### config.mk
export PLATFORM = sky130hd
export DESIGN_NAME = dsi_cmd_axil_slave
export DESIGN_NICKNAME = d
export VERILOG_FILES = /design/src/rtl/dsi_regs_pkg.sv /design/src/rtl/cmd_sync_fifo.sv /design/src/rtl/dsi_cmd_axil_slave.sv
export SDC_FILE = /design/constraint.sdc
export NUM_CORES = 1
export LEC_CHECK = 0
export CORE_MARGIN = 2
export CORE_UTILIZATION = 55
export CTS_CLUSTER_DIAMETER = 40
export DETAILED_ROUTE_END_ITERATION = 10
export PLACE_DENSITY = 0.8
export SLEW_MARGIN = 5
export SYNTH_ARGS = -nofsm -noshare
export SYNTH_HDL_FRONTEND = slang
export SYNTH_SLANG_ARGS = --single-unit
### constraint.sdc
create_clock -name i_axi_clk -period 6.1 [get_ports i_axi_clk]
set_input_delay 0.915 -clock i_axi_clk [delete_from_list [all_inputs] [get_ports i_axi_clk]]
set_output_delay 0.915 -clock i_axi_clk [all_outputs]
set_load 0.01 [all_outputs]
### src/rtl/dsi_regs_pkg.sv
// Register map, status bit positions and FSM encodings for the DSI command slave.
// Latency: n/a (declarations only).
// Backpressure: n/a.
package dsi_regs;

    localparam logic [6:0] REG_STATUS       = 7'h24;
    localparam logic [6:0] REG_STATUS_ALIAS = 7'h00;
    localparam logic [6:0] REG_CMDCNT       = 7'h28;

    localparam int STATUS_BUSY_FIFO = 11;
    localparam int STATUS_BUSY_TX   = 10;

    typedef enum logic [1:0] {
        W_IDLE = 2'd0,
        W_DATA = 2'd1,
        W_RESP = 2'd2
    } w_state_e;

    typedef enum logic {
        R_IDLE = 1'b0,
        R_DATA = 1'b1
    } r_state_e;

    // Writes to the local control/status addresses never become DSI commands.
    function automatic logic is_ctrl_addr(input logic [6:0] addr);
        return (addr == REG_STATUS) || (addr == REG_STATUS_ALIAS) || (addr == REG_CMDCNT);
    endfunction

endpackage

### src/rtl/cmd_sync_fifo.sv
// Single-clock command FIFO exposing the head entry and the entry behind it.
// Latency: push visible at the head one cycle after the write edge.
// Backpressure: push ignored when full, pop ignored when empty; caller reserves space.
module cmd_sync_fifo #(
    parameter  int DEPTH = 16,
    parameter  int DW    = 39,
    localparam int AW    = $clog2(DEPTH),
    localparam int LVL_W = AW + 1
) (
    input  logic             core_clk_i,
    input  logic             arst_n_i,
    input  logic             push_i,
    input  logic [DW-1:0]    push_dat_i,
    input  logic             pop_i,
    output logic [DW-1:0]    head_dat_o,
    output logic [DW-1:0]    next_dat_o,
    output logic             full_o,
    output logic             empty_o,
    output logic [LVL_W-1:0] level_o
);

    logic [DW-1:0]    mem_q [DEPTH];
    logic [AW-1:0]    wr_ptr_q, rd_ptr_q;
    logic [LVL_W-1:0] level_q;
    logic             do_push, do_pop;

    assign full_o  = (level_q == LVL_W'(DEPTH));
    assign empty_o = (level_q == '0);
    assign level_o = level_q;
    assign do_push = push_i && !full_o;
    assign do_pop  = pop_i && !empty_o;

    assign head_dat_o = mem_q[rd_ptr_q];
    assign next_dat_o = mem_q[rd_ptr_q + AW'(1)];

    always_ff @(posedge core_clk_i) begin
        if (do_push) begin
            mem_q[wr_ptr_q] <= push_dat_i;
        end
    end

    always_ff @(posedge core_clk_i or negedge arst_n_i) begin
        if (!arst_n_i) begin
            wr_ptr_q <= '0;
            rd_ptr_q <= '0;
            level_q  <= '0;
        end else begin
            if (do_push) wr_ptr_q <= wr_ptr_q + AW'(1);
            if (do_pop)  rd_ptr_q <= rd_ptr_q + AW'(1);
            case ({do_push, do_pop})
                2'b10:   level_q <= level_q + LVL_W'(1);
                2'b01:   level_q <= level_q - LVL_W'(1);
                default: level_q <= level_q;
            endcase
        end
    end

endmodule

### src/rtl/dsi_cmd_axil_slave.sv
// AXI4-Lite slave queueing register writes as DSI commands; exposes status/count reads.
// Latency: w handshake to o_cmd_valid 2 cycles when idle; read data 1 cycle after ar handshake.
// Backpressure: awready drops while the FIFO is full; output register holds until i_cmd_ready.
module dsi_cmd_axil_slave
    import dsi_regs::*;
#(
    parameter  int FIFO_DEPTH = 16,
    parameter  int ADDR_W     = 7,
    localparam int LVL_W      = $clog2(FIFO_DEPTH) + 1
) (
    input  logic              i_axi_clk,
    input  logic              i_restn,
    input  logic [ADDR_W-1:0] i_axi_awaddr,
    input  logic              i_axi_awvalid,
    output logic              o_axi_awready,
    input  logic [31:0]       i_axi_wdata,
    input  logic              i_axi_wvalid,
    output logic              o_axi_wready,
    output logic              o_axi_bvalid,
    input  logic              i_axi_bready,
    input  logic [ADDR_W-1:0] i_axi_araddr,
    input  logic              i_axi_arvalid,
    output logic              o_axi_arready,
    output logic [31:0]       o_axi_rdata,
    output logic              o_axi_rvalid,
    input  logic              i_axi_rready,
    output logic              o_cmd_valid,
    input  logic              i_cmd_ready,
    output logic [ADDR_W-1:0] o_cmd_addr,
    output logic [31:0]       o_cmd_data,
    output logic [LVL_W-1:0]  o_fifo_level
);

    localparam int CMD_W = ADDR_W + 32;

    w_state_e          w_state_q, w_state_d;
    r_state_e          r_state_q, r_state_d;
    logic [ADDR_W-1:0] awaddr_q, awaddr_d;
    logic [31:0]       rdata_q, rdata_d;
    logic              live_q;
    logic              cmd_vld_q, cmd_vld_d;
    logic [CMD_W-1:0]  cmd_q, cmd_d;
    logic [15:0]       cnt_q, cnt_d;

    logic              push_vld, cmd_hs;
    logic              fifo_full, fifo_empty;
    logic [CMD_W-1:0]  head_dat, next_dat;
    logic [LVL_W-1:0]  level;
    logic [31:0]       status_dat;

    // The output register mirrors the FIFO head, so the level counts the command on o_cmd_*.
    cmd_sync_fifo #(
        .DEPTH (FIFO_DEPTH),
        .DW    (CMD_W)
    ) u_fifo (
        .core_clk_i (i_axi_clk),
        .arst_n_i   (i_restn),
        .push_i     (push_vld),
        .push_dat_i ({awaddr_q, i_axi_wdata}),
        .pop_i      (cmd_hs),
        .head_dat_o (head_dat),
        .next_dat_o (next_dat),
        .full_o     (fifo_full),
        .empty_o    (fifo_empty),
        .level_o    (level)
    );

    assign cmd_hs       = cmd_vld_q && i_cmd_ready;
    assign o_cmd_valid  = cmd_vld_q;
    assign o_cmd_addr   = cmd_q[CMD_W-1:32];
    assign o_cmd_data   = cmd_q[31:0];
    assign o_fifo_level = level;
    assign o_axi_rdata  = rdata_q;

    always_comb begin
        status_dat                   = '0;
        status_dat[LVL_W-1:0]        = level;
        status_dat[STATUS_BUSY_FIFO] = !fifo_empty;
        status_dat[STATUS_BUSY_TX]   = cmd_vld_q;
    end

    always_comb begin
        w_state_d     = w_state_q;
        awaddr_d      = awaddr_q;
        o_axi_awready = 1'b0;
        o_axi_wready  = 1'b0;
        o_axi_bvalid  = 1'b0;
        push_vld      = 1'b0;
        case (w_state_q)
            W_IDLE: begin
                // Gating on full here reserves the slot the W beat will use.
                o_axi_awready = live_q && !fifo_full;
                if (i_axi_awvalid && o_axi_awready) begin
                    awaddr_d  = i_axi_awaddr;
                    w_state_d = W_DATA;
                end
            end
            W_DATA: begin
                o_axi_wready = 1'b1;
                if (i_axi_wvalid) begin
                    push_vld  = !is_ctrl_addr(awaddr_q);
                    w_state_d = W_RESP;
                end
            end
            W_RESP: begin
                o_axi_bvalid = 1'b1;
                if (i_axi_bready) w_state_d = W_IDLE;
            end
            default: w_state_d = W_IDLE;
        endcase
    end

    always_comb begin
        r_state_d     = r_state_q;
        rdata_d       = rdata_q;
        o_axi_arready = 1'b0;
        o_axi_rvalid  = 1'b0;
        case (r_state_q)
            R_IDLE: begin
                o_axi_arready = live_q;
                if (i_axi_arvalid && live_q) begin
                    if (i_axi_araddr == REG_STATUS || i_axi_araddr == REG_STATUS_ALIAS) begin
                        rdata_d = status_dat;
                    end else if (i_axi_araddr == REG_CMDCNT) begin
                        rdata_d = {16'h0, cnt_q};
                    end else begin
                        rdata_d = '0;
                    end
                    r_state_d = R_DATA;
                end
            end
            R_DATA: begin
                o_axi_rvalid = 1'b1;
                if (i_axi_rready) r_state_d = R_IDLE;
            end
            default: r_state_d = R_IDLE;
        endcase
    end

    always_comb begin
        cmd_vld_d = cmd_vld_q;
        cmd_d     = cmd_q;
        cnt_d     = cnt_q;
        if (!cmd_vld_q && !fifo_empty) begin
            cmd_vld_d = 1'b1;
            cmd_d     = head_dat;
        end else if (cmd_hs) begin
            cnt_d = cnt_q + 16'd1;
            if (level > LVL_W'(1)) begin
                cmd_d = next_dat;
            end else begin
                cmd_vld_d = 1'b0;
            end
        end
    end

    always_ff @(posedge i_axi_clk or negedge i_restn) begin
        if (!i_restn) begin
            w_state_q <= W_IDLE;
            r_state_q <= R_IDLE;
            awaddr_q  <= '0;
            rdata_q   <= '0;
            live_q    <= 1'b0;
            cmd_vld_q <= 1'b0;
            cmd_q     <= '0;
            cnt_q     <= '0;
        end else begin
            w_state_q <= w_state_d;
            r_state_q <= r_state_d;
            awaddr_q  <= awaddr_d;
            rdata_q   <= rdata_d;
            live_q    <= 1'b1;
            cmd_vld_q <= cmd_vld_d;
            cmd_q     <= cmd_d;
            cnt_q     <= cnt_d;
        end
    end

endmodule

; Word level (Yosys, flattened, before mapping)
; Memories as Yosys holds them, arrays and structs flattened.
; Index checks and enable logic that the tools add are counted.
[totals]
regBits = 112
mem_bits_rw = 624
input_bits = 54
out_inout_bits = 82
word_cells = 85
n_memories = 1
[op_classes]
n_addsub = 5
order_cmp = 1
n_eq_ne = 13
n_mux = 25
n_bitwise = 2
n_reduce_logical = 27
[memory_table]
columns = memory, depth, word_bits, rd, rd_ports_with_merged_regs, write_ports, line_no
row1 = u_fifo.mem_q, 16, 39, 2, 0, 1, cmd_sync_fifo.sv:22  ; logic [DW-1:0] mem_q [DEPTH];
[op_table]
columns = operator, count
row1 = 2-to-1 mux 39 bit, 3
row2 = 2-to-1 mux 16 bit, 2
row3 = "equality test 7 x 6 -> 1 bit, second input constant", 4
row4 = "adder 16 x 1 -> 16 bit, second input constant", 1
row5 = zero test 7 bit, 2
row6 = 2-to-1 mux 1 bit, 14
row7 = one-hot mux 5 bit (2 select lines), 1
row8 = AND reduction 2 bit, 5
row9 = "adder 4 x 1 -> 4 bit, second input constant", 2
row10 = "!= test 2 bit, second input constant", 4
row11 = logical AND 1 bit, 7
row12 = 2-to-1 mux 2 bit, 3
row13 = one-hot mux 2 bit (3 select lines), 1
row14 = nonzero test 2 bit, 3
row15 = "adder 5 x 1 -> 5 bit, second input constant", 1
row16 = "equality test 5 bit, second input constant", 1
row17 = "greater-than comparator 5 x 1 -> 1 bit, second input constant", 1
row18 = zero test 5 bit, 1
row19 = "subtractor 5 x 1 -> 5 bit, second input constant", 1
row20 = "equality test 2 x 1 -> 1 bit, second input constant", 2
row21 = "equality test 2 bit, second input constant", 2
row22 = zero test 1 bit, 4
row23 = logical OR 1 bit, 3
row24 = AND reduction 3 bit, 1
row25 = other kinds (3), 4

; Depth between registers and ports, before layout
; Gate-level depths: netlist (run 1).
[logic_depth]
ltp_word = 9
depth_mapped = 10
ltp_nobuf = 10

; Modules after synthesis
; From an unflattened synthesis (run 1), not the netlist that was laid out.
[hier_totals]
cells_unflattened = 1936
hier_area_um2 = 33545.9
[modules_own_cells]
columns = module, n_inst, cells_each, area_each_um2, seq_area_each_um2
row1 = cmd_sync_fifo, 1, 1592, 29781.1, 19063.3
row2 = dsi_cmd_axil_slave, 1, 344, 3764.9, 2077.0

; Worst setup path after synthesis (run 1)
; No wires, ideal clock.
[synth_path]
path_type = reg2reg
start = reg u_fifo.level_q[0] (netlist: u_fifo.level_o[0])
end = mem u_fifo.mem_q[0][0], enable pin
setup_time_ps = 533
arrival_time_ps = 5254
required_time_ps = 5567
slack_ps = 313
path_stages_with_launch = 7
path_buffers = 0
period_less_slack_ps = 5787
path_cell_list = dfrtp_1 inv_1 ha_1 a31o_1 a211oi_4 inv_2 nor4_1
[synth_via]
elab_chain_cells = 5
[synth_rtl]
columns = item, line_no
row1 = from (decl), cmd_sync_fifo.sv:24  ; logic [LVL_W-1:0] level_q;
row2 = from (signal assigned), cmd_sync_fifo.sv:51  ; 2'b10: level_q <= level_q + LVL_W'(1);
row3 = from (signal assigned), cmd_sync_fifo.sv:52  ; 2'b01: level_q <= level_q - LVL_W'(1);
row4 = from (signal assigned), cmd_sync_fifo.sv:53  ; default: level_q <= level_q;
row5 = equality test 5 bit, cmd_sync_fifo.sv:27  ; assign full_o = (level_q == LVL_W'(DEPTH));
row6 = zero test 1 bit, cmd_sync_fifo.sv:30  ; assign do_push = push_i && !full_o;
row7 = logical AND 1 bit, cmd_sync_fifo.sv:30
row8 = 2-to-1 mux 1 bit, cmd_sync_fifo.sv:37  ; if (do_push) begin
row9 = 2-to-1 mux 1 bit (not written as such), cmd_sync_fifo.sv:38  ; mem_q[wr_ptr_q] <= push_dat_i;
row10 = to (decl), cmd_sync_fifo.sv:22
; No other way between the ends.

; Final worst setup path (run 1)
[layout_path]
start = reg awaddr_q[3]
end = mem u_fifo.mem_q[5][36], enable pin
[layout_via]
elab_chain_cells = 9
elab_cells_between_ends = 11
classes_between = 2 x eq/ne / 4 x mux / 5 x reduce/logical
[layout_rtl]
columns = item, line_no
row1 = from (decl), dsi_cmd_axil_slave.sv:38  ; logic [ADDR_W-1:0] awaddr_q, awaddr_d;
row2 = from (signal assigned), dsi_cmd_axil_slave.sv:170  ; awaddr_q <= awaddr_d;
row3 = equality test 7 x 6 -> 1 bit or zero test 7 bit (tied branches), dsi_regs_pkg.sv:26  ; return (addr == REG_STATUS) || (addr == REG_STATUS_ALIAS) || (addr == REG_CMDCNT);
row4 = logical OR 1 bit, dsi_regs_pkg.sv:26
row5 = logical OR 1 bit (*), dsi_regs_pkg.sv:26
row6 = zero test 1 bit (*), dsi_cmd_axil_slave.sv:101  ; push_vld = !is_ctrl_addr(awaddr_q);
row7 = 2-to-1 mux 1 bit (*), dsi_cmd_axil_slave.sv:100  ; if (i_axi_wvalid) begin
row8 = 2-to-1 mux 1 bit (*), dsi_cmd_axil_slave.sv:89  ; case (w_state_q)
row9 = logical AND 1 bit (*), cmd_sync_fifo.sv:30
row10 = 2-to-1 mux 1 bit (*), cmd_sync_fifo.sv:37
row11 = 2-to-1 mux 1 bit (not written as such) (*), cmd_sync_fifo.sv:38
; Mark *: on every way between the ends. The rest lies on a longest branch, timed or not.

==> flow_summary.html, run 1 <==
<table>
<tr><th>Metric</th><th>Value</th></tr>
<tr><th colspan="2">Outcome</th></tr>
<tr><td>Outcome</td><td>completed</td></tr>
<tr><th colspan="2">Yosys</th></tr>
<tr><td>Proportion of synthesized chip area in sequential cells</td><td>0.640</td></tr>
<tr><td>Cells taking the most area after synthesis</td><td>sky130_fd_sc_hd__edfxtp_1 (57%), sky130_fd_sc_hd__mux4_2 (13%), sky130_fd_sc_hd__mux2i_1 (10%)</td></tr>
<tr><td>Count leader, synth</td><td>sky130_fd_sc_hd__edfxtp_1</td></tr>
<tr><td>Most used flip-flop cell after synthesis</td><td>sky130_fd_sc_hd__edfxtp_1</td></tr>
<tr><td>Synthesized area per cell</td><td>17.8 um^2</td></tr>
<tr><td>Synthesized flop and latch total</td><td>720</td></tr>
<tr><td>Dominant cell type by area after synthesis</td><td>sky130_fd_sc_hd__edfxtp_1</td></tr>
<tr><td>Async set or reset register ratio after synthesis</td><td>0.133</td></tr>
<tr><td>Count of flip-flops with a built-in enable after synthesis</td><td>624</td></tr>
<tr><td>Yosys top cell area share</td><td>0.567</td></tr>
<tr><td>Distinct cells, synth</td><td>54</td></tr>
<tr><td>Gate count after technology mapping</td><td>1860</td></tr>
<tr><td>Yosys Warn Count</td><td>0</td></tr>
<tr><td>Cell Area, Synth</td><td>33100 um^2</td></tr>
<tr><td>Top cells by instance count after synthesis</td><td>sky130_fd_sc_hd__edfxtp_1 (624), sky130_fd_sc_hd__mux2i_1 (334), sky130_fd_sc_hd__mux4_2 (192), sky130_fd_sc_hd__a22oi_1 (127), sky130_fd_sc_hd__dfrtp_1 (96)</td></tr>
<tr><th colspan="2">Run</th></tr>
<tr><td>Total of max-cap violations</td><td>0</td></tr>
<tr><th colspan="2">Die</th></tr>
<tr><td>Chip Width</td><td>249 um</td></tr>
<tr><td>I/O Pins</td><td>136</td></tr>
<tr><td>Full die area</td><td>62100 um^2</td></tr>
<tr><td>Die height</td><td>249 um</td></tr>
<tr><td>Std cell rows</td><td>89</td></tr>
<tr><td>Initial core utilization</td><td>0.558</td></tr>
<tr><td>Core box area</td><td>59200 um^2</td></tr>
<tr><th colspan="2">Placement</th></tr>
<tr><td>Area after DPL</td><td>34900 um^2</td></tr>
<tr><td>Total half-perimeter wirelength after legalization and detailed placement</td><td>46400 um</td></tr>
<tr><td>Routability-driven placement congestion ratio</td><td>0.800</td></tr>
<tr><td>Buffers on Ports</td><td>119</td></tr>
<tr><th colspan="2">Setup path</th></tr>
<tr><td>Maximum fanout count along the critical path</td><td>19</td></tr>
<tr><td>Crit Path Class</td><td>reg2reg</td></tr>
<tr><td>Capturing element type of the critical path</td><td>flop</td></tr>
<tr><td>Startpoint types</td><td>flop</td></tr>
<tr><td>Required time of the worst setup path</td><td>6.42 ns</td></tr>
<tr><td>Arrival time reported for the critical path endpoint</td><td>4.24 ns</td></tr>
<tr><th colspan="2">Clocking</th></tr>
<tr><td>Number of clock buffers inserted by TritonCTS</td><td>94</td></tr>
<tr><td>Post-CTS setup-driven buffer insertion count</td><td>0</td></tr>
<tr><td>Hold buffer count at cts</td><td>0</td></tr>
<tr><td>Num Clock Sinks</td><td>720</td></tr>
<tr><td>Clock tree from TritonCTS</td><td>done</td></tr>
<tr><td>Clock Latency Late Sink</td><td>0.66 ns</td></tr>
<tr><td>Clock Root Buffer</td><td>sky130_fd_sc_hd__clkbuf_16</td></tr>
<tr><td>Max Root-Sink Buffers</td><td>3</td></tr>
<tr><td>Resized Gates After CTS</td><td>0</td></tr>
<tr><td># H-tree levels</td><td>3</td></tr>
<tr><td>Worst-path clk slew</td><td>0.06 ns</td></tr>
<tr><th colspan="2">Drt</th></tr>
<tr><td>Number of DRC violations after detailed routing</td><td>0</td></tr>
<tr><td>Final wirelength</td><td>83800 um</td></tr>
<tr><td>Starting DRT DRC Count</td><td>2249</td></tr>
<tr><td>Wire length per cell after detailed routing</td><td>29.5 um</td></tr>
<tr><td>Detail-routed via count per cell</td><td>6.90</td></tr>
<tr><td>Vias after detailed routing</td><td>19582</td></tr>
<tr><td>Detailed-routing iteration count for the pre-antenna-repair pass</td><td>7</td></tr>
<tr><td>Post-route antenna net violation count</td><td>0</td></tr>
<tr><th colspan="2">Global routing</th></tr>
<tr><td>Global route total overflow</td><td>0</td></tr>
<tr><td>Number of antenna violations at the first check in global routing</td><td>0</td></tr>
<tr><td>All-Layer GR Usage</td><td>0.271</td></tr>
<tr><td>Vias in the first global route</td><td>20180</td></tr>
<tr><td>Largest net degree at the start of global routing</td><td>140</td></tr>
<tr><td>Global-route wire length before repair</td><td>126000 um</td></tr>
<tr><th colspan="2">Timing</th></tr>
<tr><td>Least-Margin Pin Slew</td><td>1.44 ns</td></tr>
<tr><td>Final Hold Vio Count</td><td>0</td></tr>
<tr><td>RSZ-0062 raised after global routing</td><td>false</td></tr>
<tr><td>Setup violation total in the final timing report</td><td>0</td></tr>
<tr><td>Worst Hold Margin</td><td>0.307 ns</td></tr>
<tr><td>Final worst path period share</td><td>0.642</td></tr>
<tr><td>Max_slew headroom</td><td>0.0356</td></tr>
<tr><td>Clock period minus worst slack</td><td>3.91 ns</td></tr>
<tr><td>Highest achievable clock rate</td><td>255 MHz</td></tr>
<tr><td>Fin Clk Skew</td><td>0.0280 ns</td></tr>
<tr><td>Final max-slew violation count</td><td>0</td></tr>
<tr><td>Final TNS setup</td><td>0 ns</td></tr>
<tr><th colspan="2">Cells and area</th></tr>
<tr><td>Ratio of cells with drive above 1 in the final layout</td><td>0.217</td></tr>
<tr><td>Final cell area excluding filler cells</td><td>38200 um^2</td></tr>
<tr><td>Synth-to-Final Area Change</td><td>15.7%</td></tr>
<tr><td>Multi-input gate area</td><td>11100 um^2</td></tr>
<tr><td>Sequential cell area</td><td>21100 um^2</td></tr>
<tr><td>Number of diodes</td><td>0</td></tr>
<tr><td>Final Net Count</td><td>2047</td></tr>
<tr><td>Fill count</td><td>3800</td></tr>
<tr><th colspan="2">Hold path</th></tr>
<tr><td>Class of the most critical hold timing path</td><td>in2async</td></tr>
<tr><th colspan="2">Pwr</th></tr>
<tr><td>Power share of the sequential group</td><td>0.325</td></tr>
<tr><td>Leakage power total</td><td>13.4 nW</td></tr>
<tr><td>Relative contribution of the clock network to total power</td><td>0.294</td></tr>
<tr><td>Sw power</td><td>6.73 mW</td></tr>
<tr><td>Combinational cell fraction of total power</td><td>0.380</td></tr>
<tr><td>Worst ir drop on vdd</td><td>0.000504 V</td></tr>
<tr><td>Pwr Density</td><td>514 nW/um^2</td></tr>
<tr><td>Internal portion of total power</td><td>12.9 mW</td></tr>
<tr><td>Proportion of total power due to net switching</td><td>0.343</td></tr>
</table>
## layout make-up
type                       count  share of cell area
sequential                   720               0.553
multi-input combinational    986               0.291
clock buffer                 117              0.0664
timing repair buffer         166              0.0420
tap                          773              0.0253
clock inverter                60              0.0205
inverter                      14             0.00137
## state kept, by name, indices dropped and copies added (netlist names)
signal           count
o_axi_rdata         16
cmd_q               39
r_state_q            1
u_fifo.level_o       5
u_fifo.mem_q       624
u_fifo.wr_ptr_q      4
w_state_q            2
cnt_q               16
live_q               1
u_fifo.rd_ptr_q      4
awaddr_q             7
o_cmd_valid          1
## metal layers
layer,global-route usage,part of all wire,up-vias,wire (um)
met3,0.0620,0.10,214,8400
met5,0,0,-,0
met1,0.364,0.38,10209,32100
met4,0.107,0.036,0,3020
met2,0.433,0.48,1180,40300
li1,-,-,7979,-
## stage by stage
step           cells  power [mW]  utilization  worst slack, ns
2_1_floorplan   1875        11.9            -            0.313
3_3_place_gp    2659        13.6        0.589             2.02
3_5_place_dp    2659        13.8        0.589             1.96
4_1_cts         2836        19.7        0.645             2.21
6_report        2836        19.7        0.645             2.19
5_1_grt         2836        20.4        0.645             2.05
## power by group through the flow
stage          registers [mW]  clock network (mW)  logic (mW)
3_3_place_gp             6.45                   0        7.20
4_1_cts                  6.39                5.82        7.45
6_report                 6.40                5.78        7.47
5_1_grt                  6.44                6.03        7.89
3_5_place_dp             6.48                   0        7.35
2_1_floorplan            6.23                   0        5.65
## cell usage in the layout, fill, tap and decap left out, drive strengths merged, types with 3 or more instances in the layout
cell type,count
clkbuf,117
a22o,10
xor2,10
a32oi,38
edfxtp,624
nor3,8
nor2,18
and2,8
bufinv,13
mux4,192
clkinv,16
nand4,6
o211ai,17
nor4,6
xnor2,20
a22oi,127
ha,11
clkinvlp,8
clkdlybuf4s50,118
dfrtp,96
o22a,38
nand3,52
and3,3
buf,48
nor2b,7
nand2,21
inv,37
conb,17
mux2i,334
mux2,11
o21ai,11
a21oi,3
## path summary, 6_finish.rpt
kind | start | end | slack, ns | cells past startpoint
max | awaddr_q[3] | u_fifo.mem_q[5][36] | 2.19 | 5
min | i_restn | o_axi_rdata[6] | 0.31 | 1
max reg2reg | awaddr_q[3] | u_fifo.mem_q[5][36] | 2.19 | 5
min reg2reg | cnt_q[15] | cnt_q[15] | 0.48 | 1
max in group asynchronous | i_restn | cmd_q[7] | 4.43 | 2
min in group i_axi_clk | cnt_q[15] | cnt_q[15] | 0.48 | 1
## kinds of logic after synthesis
family	count (synthesis)	synth area share
AO/OA/AOI/OAI	253	0.0602
XOR/XNOR	30	0.00818
adder cells (fa/ha/maj)	11	0.00416
buffers and inverters	169	0.0301
flip-flops	720	0.640
multiplexers	537	0.236
other	2	0.000227
AND/OR/NAND/NOR	138	0.0218
## worst max-delay path, cell delays in order (launching register included)
cell	delay (ns)
sky130_fd_sc_hd__dfrtp_1	0.76
sky130_fd_sc_hd__o21ai_0	0.42
sky130_fd_sc_hd__a211oi_4	0.53
sky130_fd_sc_hd__nand2_1	0.30
sky130_fd_sc_hd__nor3_2	1.14
sky130_fd_sc_hd__buf_4	0.44
Power figures use the tool's default switching activity.
==> inputs of run 2 (changes only) <==
==> constraint.sdc (replaced) <==
create_clock -name i_axi_clk -period 3.3 [get_ports i_axi_clk]
set_input_delay 0.495 -clock i_axi_clk [delete_from_list [all_inputs] [get_ports i_axi_clk]]
set_output_delay 0.495 -clock i_axi_clk [all_outputs]
set_load 0.01 [all_outputs]
==> flow_summary.html, run 2 (same netlist as run 1, synthesis figures left out) <==
<table>
<tr><th>Metric</th><th>Value</th></tr>
<tr><th colspan="2">Setup path</th></tr>
<tr><td>Crit Path Class</td><td>reg2reg</td></tr>
<tr><td>Startpoint types</td><td>flop</td></tr>
<tr><td>Register-to-Register Path Depth</td><td>7 (+2)</td></tr>
<tr><td>Capturing element type of the critical path</td><td>flop</td></tr>
<tr><td>Setup slack on the worst flop-to-flop path</td><td>0.28 ns (-1.90 ns)</td></tr>
<tr><td>Cells along the critical path</td><td>inv_1, ha_1, a31o_1, a211oi_4, inv_2, nor4_4, buf_4</td></tr>
<tr><td>Required time of the worst setup path</td><td>3.61 ns (-2.81 ns)</td></tr>
<tr><td>Standard cell with the maximum stage delay on the critical path</td><td>sky130_fd_sc_hd__nor4_4</td></tr>
<tr><td>Arrival time reported for the critical path endpoint</td><td>3.33 ns (-0.91 ns)</td></tr>
<tr><td>Maximum fanout count along the critical path</td><td>16 (-3)</td></tr>
<tr><td>Path length in cells of the critical path</td><td>7 (+2)</td></tr>
<tr><td>Worst Path Buf+Inv</td><td>3 (+2)</td></tr>
<tr><td>End of the worst register-to-register path</td><td>u_fifo.mem_q[3][30]</td></tr>
<tr><td>Startpoint of the lowest-slack register-to-register path</td><td>u_fifo.level_o[1]</td></tr>
<tr><td>Top Family by Delay on Critical Path</td><td>compound AO/OA/AOI/OAI gates</td></tr>
<tr><td>Capture point of the worst path</td><td>u_fifo.mem_q[3][30]</td></tr>
<tr><td>Largest stage delay on the critical path</td><td>0.68 ns (-0.46 ns)</td></tr>
<tr><td>First element of the critical path</td><td>u_fifo.level_o[1]</td></tr>
<tr><th colspan="2">Clocking</th></tr>
<tr><td># H-tree levels</td><td>3 (unchanged)</td></tr>
<tr><td>Number of clock buffers inserted by TritonCTS</td><td>93 (-1.1%)</td></tr>
<tr><td>Clock Latency Late Sink</td><td>0.65 ns (about the same)</td></tr>
<tr><td>Clock Root Buffer</td><td>sky130_fd_sc_hd__clkbuf_16</td></tr>
<tr><td>Max Root-Sink Buffers</td><td>3 (unchanged)</td></tr>
<tr><td>Num Clock Sinks</td><td>720 (unchanged)</td></tr>
<tr><td>Clock tree from TritonCTS</td><td>done</td></tr>
<tr><td>Worst-path clk slew</td><td>0.05 ns (about the same)</td></tr>
<tr><th colspan="2">Placement</th></tr>
<tr><td>Total half-perimeter wirelength after legalization and detailed placement</td><td>49900 um (+7.6%)</td></tr>
<tr><td>Buffers on Ports</td><td>119 (unchanged)</td></tr>
<tr><td>Routability-driven placement congestion ratio</td><td>0.819 (+2.4%)</td></tr>
<tr><th colspan="2">Timing</th></tr>
<tr><td>Highest achievable clock rate</td><td>331 MHz (+30%)</td></tr>
<tr><td>Worst Hold Margin</td><td>0.430 ns (+0.123 ns)</td></tr>
<tr><td>Least-Margin Pin Slew</td><td>0.905 ns (-0.534 ns)</td></tr>
<tr><td>Final worst path period share</td><td>0.915 (+0.273)</td></tr>
<tr><td>Final TNS setup</td><td>0 ns (unchanged)</td></tr>
<tr><td>RSZ-0062 raised after global routing</td><td>false</td></tr>
<tr><td>Max_slew headroom</td><td>0.395 (+0.360)</td></tr>
<tr><td>Fin Clk Skew</td><td>0.0244 ns (-0.00361 ns)</td></tr>
<tr><td>Setup violation total in the final timing report</td><td>0 (unchanged)</td></tr>
<tr><td>Clock period minus worst slack</td><td>3.02 ns (-0.896 ns)</td></tr>
<tr><td>Final Hold Vio Count</td><td>0 (unchanged)</td></tr>
<tr><td>Final max-slew violation count</td><td>0 (unchanged)</td></tr>
<tr><th colspan="2">Cells and area</th></tr>
<tr><td>Highest-count cells in the layout ignoring fill and taps</td><td>sky130_fd_sc_hd__edfxtp_1 (624), sky130_fd_sc_hd__mux2i_1 (334), sky130_fd_sc_hd__mux4_2 (192), sky130_fd_sc_hd__a22oi_1 (127), sky130_fd_sc_hd__clkdlybuf4s50_1 (118)</td></tr>
<tr><td>Max FFs per register</td><td>624 (unchanged)</td></tr>
<tr><td>Final Net Count</td><td>2101 (+2.6%)</td></tr>
<tr><td>Largest registers</td><td>u_fifo.mem_q (624), cmd_q (39)</td></tr>
<tr><td>Leading cell type in the layout, fill and taps excluded</td><td>sky130_fd_sc_hd__edfxtp_1</td></tr>
<tr><td>Fraction of the core area covered by cells at the end of the flow</td><td>0.655 (+0.0101)</td></tr>
<tr><td>Synth-to-Final Area Change</td><td>17.5%</td></tr>
<tr><td>Ratio of cells with drive above 1 in the final layout</td><td>0.236 (+0.0197)</td></tr>
<tr><td>Number of diodes</td><td>0 (unchanged)</td></tr>
<tr><td>Largest register by flop count</td><td>u_fifo.mem_q</td></tr>
<tr><th colspan="2">Drt</th></tr>
<tr><td>Post-route antenna net violation count</td><td>0 (unchanged)</td></tr>
<tr><td>Detailed-routing iteration count for the pre-antenna-repair pass</td><td>5 (-2)</td></tr>
<tr><td>Wire length per cell after detailed routing</td><td>29.6 um (+0.21%)</td></tr>
<tr><td>Vias after detailed routing</td><td>19931 (+1.8%)</td></tr>
<tr><td>Number of DRC violations after detailed routing</td><td>0 (unchanged)</td></tr>
<tr><td>Starting DRT DRC Count</td><td>2559 (+14%)</td></tr>
<tr><td>Detail-routed via count per cell</td><td>6.90 (about the same)</td></tr>
<tr><td>Final wirelength</td><td>85500 um (+2.0%)</td></tr>
<tr><th colspan="2">Pwr</th></tr>
<tr><td>Pwr Density</td><td>942 nW/um^2 (+83%)</td></tr>
<tr><td>Combinational cell fraction of total power</td><td>0.407 (+0.027)</td></tr>
<tr><td>Internal portion of total power</td><td>23.9 mW (+85%)</td></tr>
<tr><td>Power share of the sequential group</td><td>0.315 (-0.010)</td></tr>
<tr><td>Worst ir drop on vdd</td><td>0.000674 V (+34%)</td></tr>
<tr><td>Total power</td><td>36.6 mW (+86%)</td></tr>
<tr><td>Proportion of total power due to net switching</td><td>0.347 (+0.00466)</td></tr>
<tr><td>Leakage power total</td><td>13.6 nW (+1.9%)</td></tr>
<tr><td>Relative contribution of the clock network to total power</td><td>0.278 (-0.016)</td></tr>
<tr><td>Sw power</td><td>12.7 mW (+89%)</td></tr>
<tr><th colspan="2">Die</th></tr>
<tr><td>Die height</td><td>249 um (unchanged)</td></tr>
<tr><td>Core box area</td><td>59200 um^2 (unchanged)</td></tr>
<tr><td>Initial core utilization</td><td>0.558 (unchanged)</td></tr>
<tr><td>Std cell rows</td><td>89 (unchanged)</td></tr>
<tr><td>Chip Width</td><td>249 um (unchanged)</td></tr>
<tr><td>I/O Pins</td><td>136 (unchanged)</td></tr>
<tr><td>Full die area</td><td>62100 um^2 (unchanged)</td></tr>
<tr><th colspan="2">Run</th></tr>
<tr><td>Total of max-cap violations</td><td>0 (unchanged)</td></tr>
<tr><th colspan="2">Outcome</th></tr>
<tr><td>Outcome</td><td>completed</td></tr>
<tr><th colspan="2">Hold path</th></tr>
<tr><td>Class of the most critical hold timing path</td><td>in2reg</td></tr>
<tr><th colspan="2">Global routing</th></tr>
<tr><td>Largest net degree at the start of global routing</td><td>70 (-50%)</td></tr>
<tr><td>Vias in the first global route</td><td>20632 (+2.2%)</td></tr>
<tr><td>Number of antenna violations at the first check in global routing</td><td>1 (+1)</td></tr>
<tr><td>Global route total overflow</td><td>0 (unchanged)</td></tr>
<tr><td>All-Layer GR Usage</td><td>0.278 (+0.00710)</td></tr>
<tr><td>Global-route wire length before repair</td><td>129000 um (+2.8%)</td></tr>
</table>
-- run 2: cell types whose count changed in the layout (fill, tap and decap cells not counted), moves of 4 or more --
| cell | before | now |
|---|---|---|
| sky130_fd_sc_hd__clkinvlp_4 | 8 | 17 |
| sky130_fd_sc_hd__clkbuf_8 | 8 | 2 |
| sky130_fd_sc_hd__nor4_2 | 4 | 0 |
| sky130_fd_sc_hd__clkinv_4 | 5 | 10 |
| sky130_fd_sc_hd__inv_6 | 15 | 10 |
| sky130_fd_sc_hd__clkinv_1 | 2 | 8 |
| sky130_fd_sc_hd__clkbuf_1 | 14 | 6 |
| sky130_fd_sc_hd__bufinv_16 | 13 | 8 |
| sky130_fd_sc_hd__buf_4 | 43 | 73 |
| sky130_fd_sc_hd__buf_12 | 5 | 29 |
| sky130_fd_sc_hd__nor4_4 | 0 | 4 |
-- run 2: worst min-delay path by stage --
| stage | start | to | slack, ns | depth (start not counted) |
|---|---|---|---|---|
| after floorplan | i_restn | awaddr_q[0] | 0.20 | 0 |
| after global placement | cnt_q[15] | cnt_q[15] | 0.46 | 1 |
| after detailed placement | cnt_q[15] | cnt_q[15] | 0.47 | 1 |
| after CTS | i_axi_rready | r_state_q | 0.41 | 2 |
| after global routing | i_axi_rready | r_state_q | 0.42 | 2 |
| final | i_axi_rready | r_state_q | 0.43 | 2 |
-- run 2: what timing repair did --
action                     CTS  global route
setup buffers                0             7
setup endpoints to repair    0            29
hold buffers                 1             0
hold endpoints to repair    41             0
resized for setup            0             0
-- run 2: worst reg2reg max path, stage by stage (launching register included) --
cell                       delay, ns
sky130_fd_sc_hd__dfrtp_1        0.34
sky130_fd_sc_hd__inv_1          0.08
sky130_fd_sc_hd__ha_1           0.22
sky130_fd_sc_hd__a31o_1         0.33
sky130_fd_sc_hd__a211oi_4       0.45
sky130_fd_sc_hd__inv_2          0.12
sky130_fd_sc_hd__nor4_4         0.68
sky130_fd_sc_hd__buf_4          0.45
-- run 2: per-layer routing --
layer  track usage  up-vias  routed length [um]
li1              -     8091                   -
met2         0.454     1270               42400
met3        0.0572      227                7920
met5             0        -                  16
met4         0.117        2                3080
met1         0.366    10341               32100
-- run 2: cell type report --
type	instances	area, um^2
clock buffers	104	2450
clock inverters	70	708
fillers	3794	20400
inverters	14	52.6
multi-input cells	986	11200
flip-flops and latches	720	21100
well taps	773	967
repair buffers	221	2320
-- run 2: per-stage QoR --
stage	setup slack (ns)	cells	cell area, um^2
floorplan	-0.852	1875	33200
global placement	0.0536	2706	35600
detailed placement	-0.0611	2706	35600
CTS	0.134	2881	38800
global route	0.116	2888	38800
finish	0.281	2888	38800
-- run 2: power groups by stage --
stage | sequential, mW | clock, mW | combinational, mW
floorplan | 11.5 | 0 | 10.5
global placement | 11.6 | 0 | 14.3
detailed placement | 11.7 | 0 | 14.7
CTS | 11.5 | 10.2 | 14.9
global route | 11.6 | 10.6 | 15.7
finish | 11.5 | 10.2 | 14.9
==> inputs of run 3 (changes only) <==
--- a/config.mk
+++ b/config.mk
@@ -6,10 +6,11 @@
 export NUM_CORES = 1
 export LEC_CHECK = 0
 export CORE_MARGIN = 2
-export CORE_UTILIZATION = 55
+export CORE_UTILIZATION = 60
+export CTS_BUF_LIST = sky130_fd_sc_hd__clkbuf_16
 export CTS_CLUSTER_DIAMETER = 40
 export DETAILED_ROUTE_END_ITERATION = 10
-export PLACE_DENSITY = 0.8
+export PLACE_DENSITY = 0.83
 export SLEW_MARGIN = 5
 export SYNTH_ARGS = -nofsm -noshare
 export SYNTH_HDL_FRONTEND = slang
==> constraint.sdc (replaced) <==
create_clock -name i_axi_clk -period 3 [get_ports i_axi_clk]
set_input_delay 0.45 -clock i_axi_clk [delete_from_list [all_inputs] [get_ports i_axi_clk]]
set_output_delay 0.45 -clock i_axi_clk [all_outputs]
set_load 0.01 [all_outputs]
==> flow_summary.html, run 3 (same netlist as run 1, synthesis figures left out) <==
<table>
<tr><th>Metric</th><th>Value</th></tr>
<tr><th colspan="2">Pwr</th></tr>
<tr><td>Proportion of total power due to net switching</td><td>0.352 (+0.00471)</td></tr>
<tr><td>Total power</td><td>40.7 mW (+11%)</td></tr>
<tr><td>Relative contribution of the clock network to total power</td><td>0.273 (-0.005)</td></tr>
<tr><td>Combinational cell fraction of total power</td><td>0.413 (+0.006)</td></tr>
<tr><td>Worst ir drop on vdd</td><td>0.000699 V (+3.6%)</td></tr>
<tr><td>Power share of the sequential group</td><td>0.314 (about the same)</td></tr>
<tr><td>Leakage power total</td><td>13.7 nW (+0.69%)</td></tr>
<tr><td>Sw power</td><td>14.3 mW (+13%)</td></tr>
<tr><td>Internal portion of total power</td><td>26.4 mW (+10%)</td></tr>
<tr><td>Pwr Density</td><td>1040 nW/um^2 (+11%)</td></tr>
<tr><th colspan="2">Cells and area</th></tr>
<tr><td>Largest register by flop count</td><td>u_fifo.mem_q</td></tr>
<tr><td>Highest-count cells in the layout ignoring fill and taps</td><td>sky130_fd_sc_hd__edfxtp_1 (624), sky130_fd_sc_hd__mux2i_1 (334), sky130_fd_sc_hd__mux4_2 (192), sky130_fd_sc_hd__a22oi_1 (127), sky130_fd_sc_hd__clkdlybuf4s50_1 (118)</td></tr>
<tr><td>Fraction of the core area covered by cells at the end of the flow</td><td>0.712 (+0.0565)</td></tr>
<tr><td>Final Net Count</td><td>2098 (-0.14%)</td></tr>
<tr><td>Ratio of cells with drive above 1 in the final layout</td><td>0.239 (+0.00259)</td></tr>
<tr><td>Largest registers</td><td>u_fifo.mem_q (624), cmd_q (39)</td></tr>
<tr><td>Synth-to-Final Area Change</td><td>18.0%</td></tr>
<tr><td>Number of diodes</td><td>0 (unchanged)</td></tr>
<tr><td>Leading cell type in the layout, fill and taps excluded</td><td>sky130_fd_sc_hd__edfxtp_1</td></tr>
<tr><td>Final cell area excluding filler cells</td><td>39000 um^2 (+0.43%)</td></tr>
<tr><td>Max FFs per register</td><td>624 (unchanged)</td></tr>
<tr><td>Finished Layout Cells</td><td>2817 (-2.5%)</td></tr>
<tr><th colspan="2">Drt</th></tr>
<tr><td>Post-route antenna net violation count</td><td>0 (unchanged)</td></tr>
<tr><td>Starting DRT DRC Count</td><td>2696 (+5.4%)</td></tr>
<tr><td>Detail-routed via count per cell</td><td>7.19 (+4.2%)</td></tr>
<tr><td>Vias after detailed routing</td><td>20260 (+1.7%)</td></tr>
<tr><td>Number of DRC violations after detailed routing</td><td>0 (unchanged)</td></tr>
<tr><td>Top routing layer used</td><td>met4</td></tr>
<tr><td>Total length of routed met3 wires</td><td>9510 um (+20%)</td></tr>
<tr><td>Detailed-routing iteration count for the pre-antenna-repair pass</td><td>6 (+1)</td></tr>
<tr><td>Wire length per cell after detailed routing</td><td>31.0 um (+4.7%)</td></tr>
<tr><td>Met2 layer wire length in the routed design</td><td>42900 um (+1.1%)</td></tr>
<tr><td>Detailed-route wire length on metal 1</td><td>31200 um (-2.6%)</td></tr>
<tr><td>Final wirelength</td><td>87300 um (+2.1%)</td></tr>
<tr><th colspan="2">Placement</th></tr>
<tr><td>Area after DPL</td><td>35800 um^2 (+0.65%)</td></tr>
<tr><td>Routability-driven placement congestion ratio</td><td>0.855 (+4.4%)</td></tr>
<tr><td>Total half-perimeter wirelength after legalization and detailed placement</td><td>51100 um (+2.4%)</td></tr>
<tr><td>Buffers on Ports</td><td>119 (unchanged)</td></tr>
<tr><td>Dpl ws</td><td>0.0613 ns (+0.122 ns)</td></tr>
<tr><td>Cells after DPL</td><td>2640 (-2.4%)</td></tr>
<tr><th colspan="2">Timing</th></tr>
<tr><td>Final WS setup</td><td>0.108 ns (-0.173 ns)</td></tr>
<tr><td>Max_slew headroom</td><td>0.265 (-0.130)</td></tr>
<tr><td>Setup violation total in the final timing report</td><td>0 (unchanged)</td></tr>
<tr><td>RSZ-0062 raised after global routing</td><td>false</td></tr>
<tr><td>Final max-slew violation count</td><td>0 (unchanged)</td></tr>
<tr><td>Fin Clk Skew</td><td>0.0379 ns (+0.0135 ns)</td></tr>
<tr><td>Final Hold Vio Count</td><td>0 (unchanged)</td></tr>
<tr><td>Final TNS setup</td><td>0 ns (unchanged)</td></tr>
<tr><td>Least-Margin Pin Slew</td><td>1.10 ns (+0.195 ns)</td></tr>
<tr><td>Final worst path period share</td><td>0.964</td></tr>
<tr><td>Clock period minus worst slack</td><td>2.89 ns</td></tr>
<tr><td>Worst Hold Margin</td><td>0.383 ns (-0.0463 ns)</td></tr>
<tr><td>Highest achievable clock rate</td><td>346 MHz</td></tr>
<tr><th colspan="2">Setup path</th></tr>
<tr><td>Crit Path Class</td><td>reg2out</td></tr>
<tr><td>Largest stage delay on the critical path</td><td>0.56 ns (-0.12 ns)</td></tr>
<tr><td>Arrival time reported for the critical path endpoint</td><td>2.44 ns (-0.89 ns)</td></tr>
<tr><td>Cells along the critical path</td><td>inv_2, ha_4, a31o_1, nor3b_2, clkdlybuf4s50_1</td></tr>
<tr><td>Capturing element type of the critical path</td><td>output port</td></tr>
<tr><td>Required time of the worst setup path</td><td>2.55 ns (-1.06 ns)</td></tr>
<tr><td>First element of the critical path</td><td>u_fifo.level_o[0]</td></tr>
<tr><td>Standard cell with the maximum stage delay on the critical path</td><td>sky130_fd_sc_hd__clkdlybuf4s50_1</td></tr>
<tr><td>Startpoint types</td><td>flop</td></tr>
<tr><td>Maximum fanout count along the critical path</td><td>9 (-7)</td></tr>
<tr><td>Startpoint of the lowest-slack register-to-register path</td><td>u_fifo.level_o[0]</td></tr>
<tr><th colspan="2">Run</th></tr>
<tr><td>Total of max-cap violations</td><td>0 (unchanged)</td></tr>
<tr><th colspan="2">Clocking</th></tr>
<tr><td># H-tree levels</td><td>3 (unchanged)</td></tr>
<tr><td>Clock Latency Late Sink</td><td>0.65 ns (about the same)</td></tr>
<tr><td>Max Root-Sink Buffers</td><td>3 (unchanged)</td></tr>
<tr><td>Number of clock buffers inserted by TritonCTS</td><td>94 (+1.1%)</td></tr>
<tr><td>Num Clock Sinks</td><td>720 (unchanged)</td></tr>
<tr><td>Clock Root Buffer</td><td>sky130_fd_sc_hd__clkbuf_16</td></tr>
<tr><td>Clock tree from TritonCTS</td><td>done</td></tr>
<tr><td>Post-CTS setup-driven buffer insertion count</td><td>0 (unchanged)</td></tr>
<tr><td>Worst-path clk slew</td><td>0.06 ns (about the same)</td></tr>
<tr><th colspan="2">Global routing</th></tr>
<tr><td>Largest net degree at the start of global routing</td><td>61 (-13%)</td></tr>
<tr><td>Global-route wire length before repair</td><td>131000 um (+0.92%)</td></tr>
<tr><td>Vias in the first global route</td><td>20778 (+0.71%)</td></tr>
<tr><td>Number of antenna violations at the first check in global routing</td><td>0 (-1)</td></tr>
<tr><td>All-Layer GR Usage</td><td>0.311 (+0.0334)</td></tr>
<tr><td>Global route total overflow</td><td>0 (unchanged)</td></tr>
<tr><th colspan="2">Die</th></tr>
<tr><td>Full die area</td><td>57000 um^2 (-8.2%)</td></tr>
<tr><td>Core box area</td><td>54800 um^2 (-7.5%)</td></tr>
<tr><td>I/O Pins</td><td>136 (unchanged)</td></tr>
<tr><td>Die height</td><td>239 um (-4.2%)</td></tr>
<tr><td>Initial core utilization</td><td>0.603 (+0.0456)</td></tr>
<tr><td>Chip Width</td><td>239 um (-4.2%)</td></tr>
<tr><td>Std cell rows</td><td>86 (-3.4%)</td></tr>
<tr><th colspan="2">Outcome</th></tr>
<tr><td>Outcome</td><td>completed</td></tr>
<tr><th colspan="2">Hold path</th></tr>
<tr><td>Launch instance of the worst min-delay path</td><td>i_axi_rready</td></tr>
<tr><td>Class of the most critical hold timing path</td><td>in2reg</td></tr>
</table>
==> run 3: area by class of cell <==
cell class	count	area [um^2]
repair buffers	217	2550
multi-input cells	986	11200
well taps	704	881
clock inverters	82	802
inverters	14	55.1
clock buffers	94	2350
fillers	3144	15800
flip-flops and latches	720	21200
==> run 3: power groups by stage <==
stage	clock network, mW	logic, mW	registers, mW
2_1_floorplan	0	11.6	12.7
3_3_place_gp	0	16.0	12.9
3_5_place_dp	0	16.4	12.9
4_1_cts	11.2	16.7	12.7
5_1_grt	11.6	17.6	12.8
6_report	11.1	16.8	12.8
==> run 3: timing repair <==
action / in CTS / in global routing
hold endpoints to repair: 44 / 0
endpoints found under the setup margin: 0 / 1
hold buffers: 1 / 0
gates resized for setup: 0 / 1
==> run 3: worst max-delay path, delay by kind of cell, from the launching register on <==
| family | cells | cell delay [ns] |
|---|---|---|
| adder cells (fa/ha/maj) | 1 | 0.16 |
| AND/OR/NAND/NOR | 1 | 0.23 |
| buffers and inverters | 2 | 0.64 |
| flip-flops | 1 | 0.46 |
| AO/OA/AOI/OAI | 1 | 0.31 |
==> run 3: final timing paths <==
path                                         to  slack [ns]  depth (start not counted)
max                               o_axi_awready        0.11                          5
max reg2reg                u_fifo.mem_q[11][16]        0.16                          8
min in group asynchronous             cmd_q[34]        0.44                          2
min                                   r_state_q        0.38                          2
min reg2reg                           cnt_q[15]        0.49                          1
max in group asynchronous             cmd_q[36]        1.81                          3
==> run 3: routing by layer <==
layer	global-route usage	vias to the layer above
li1	-	8094
met1	0.410	10299
met2	0.504	1582
met3	0.0629	285
met4	0.148	0
met5	0	-
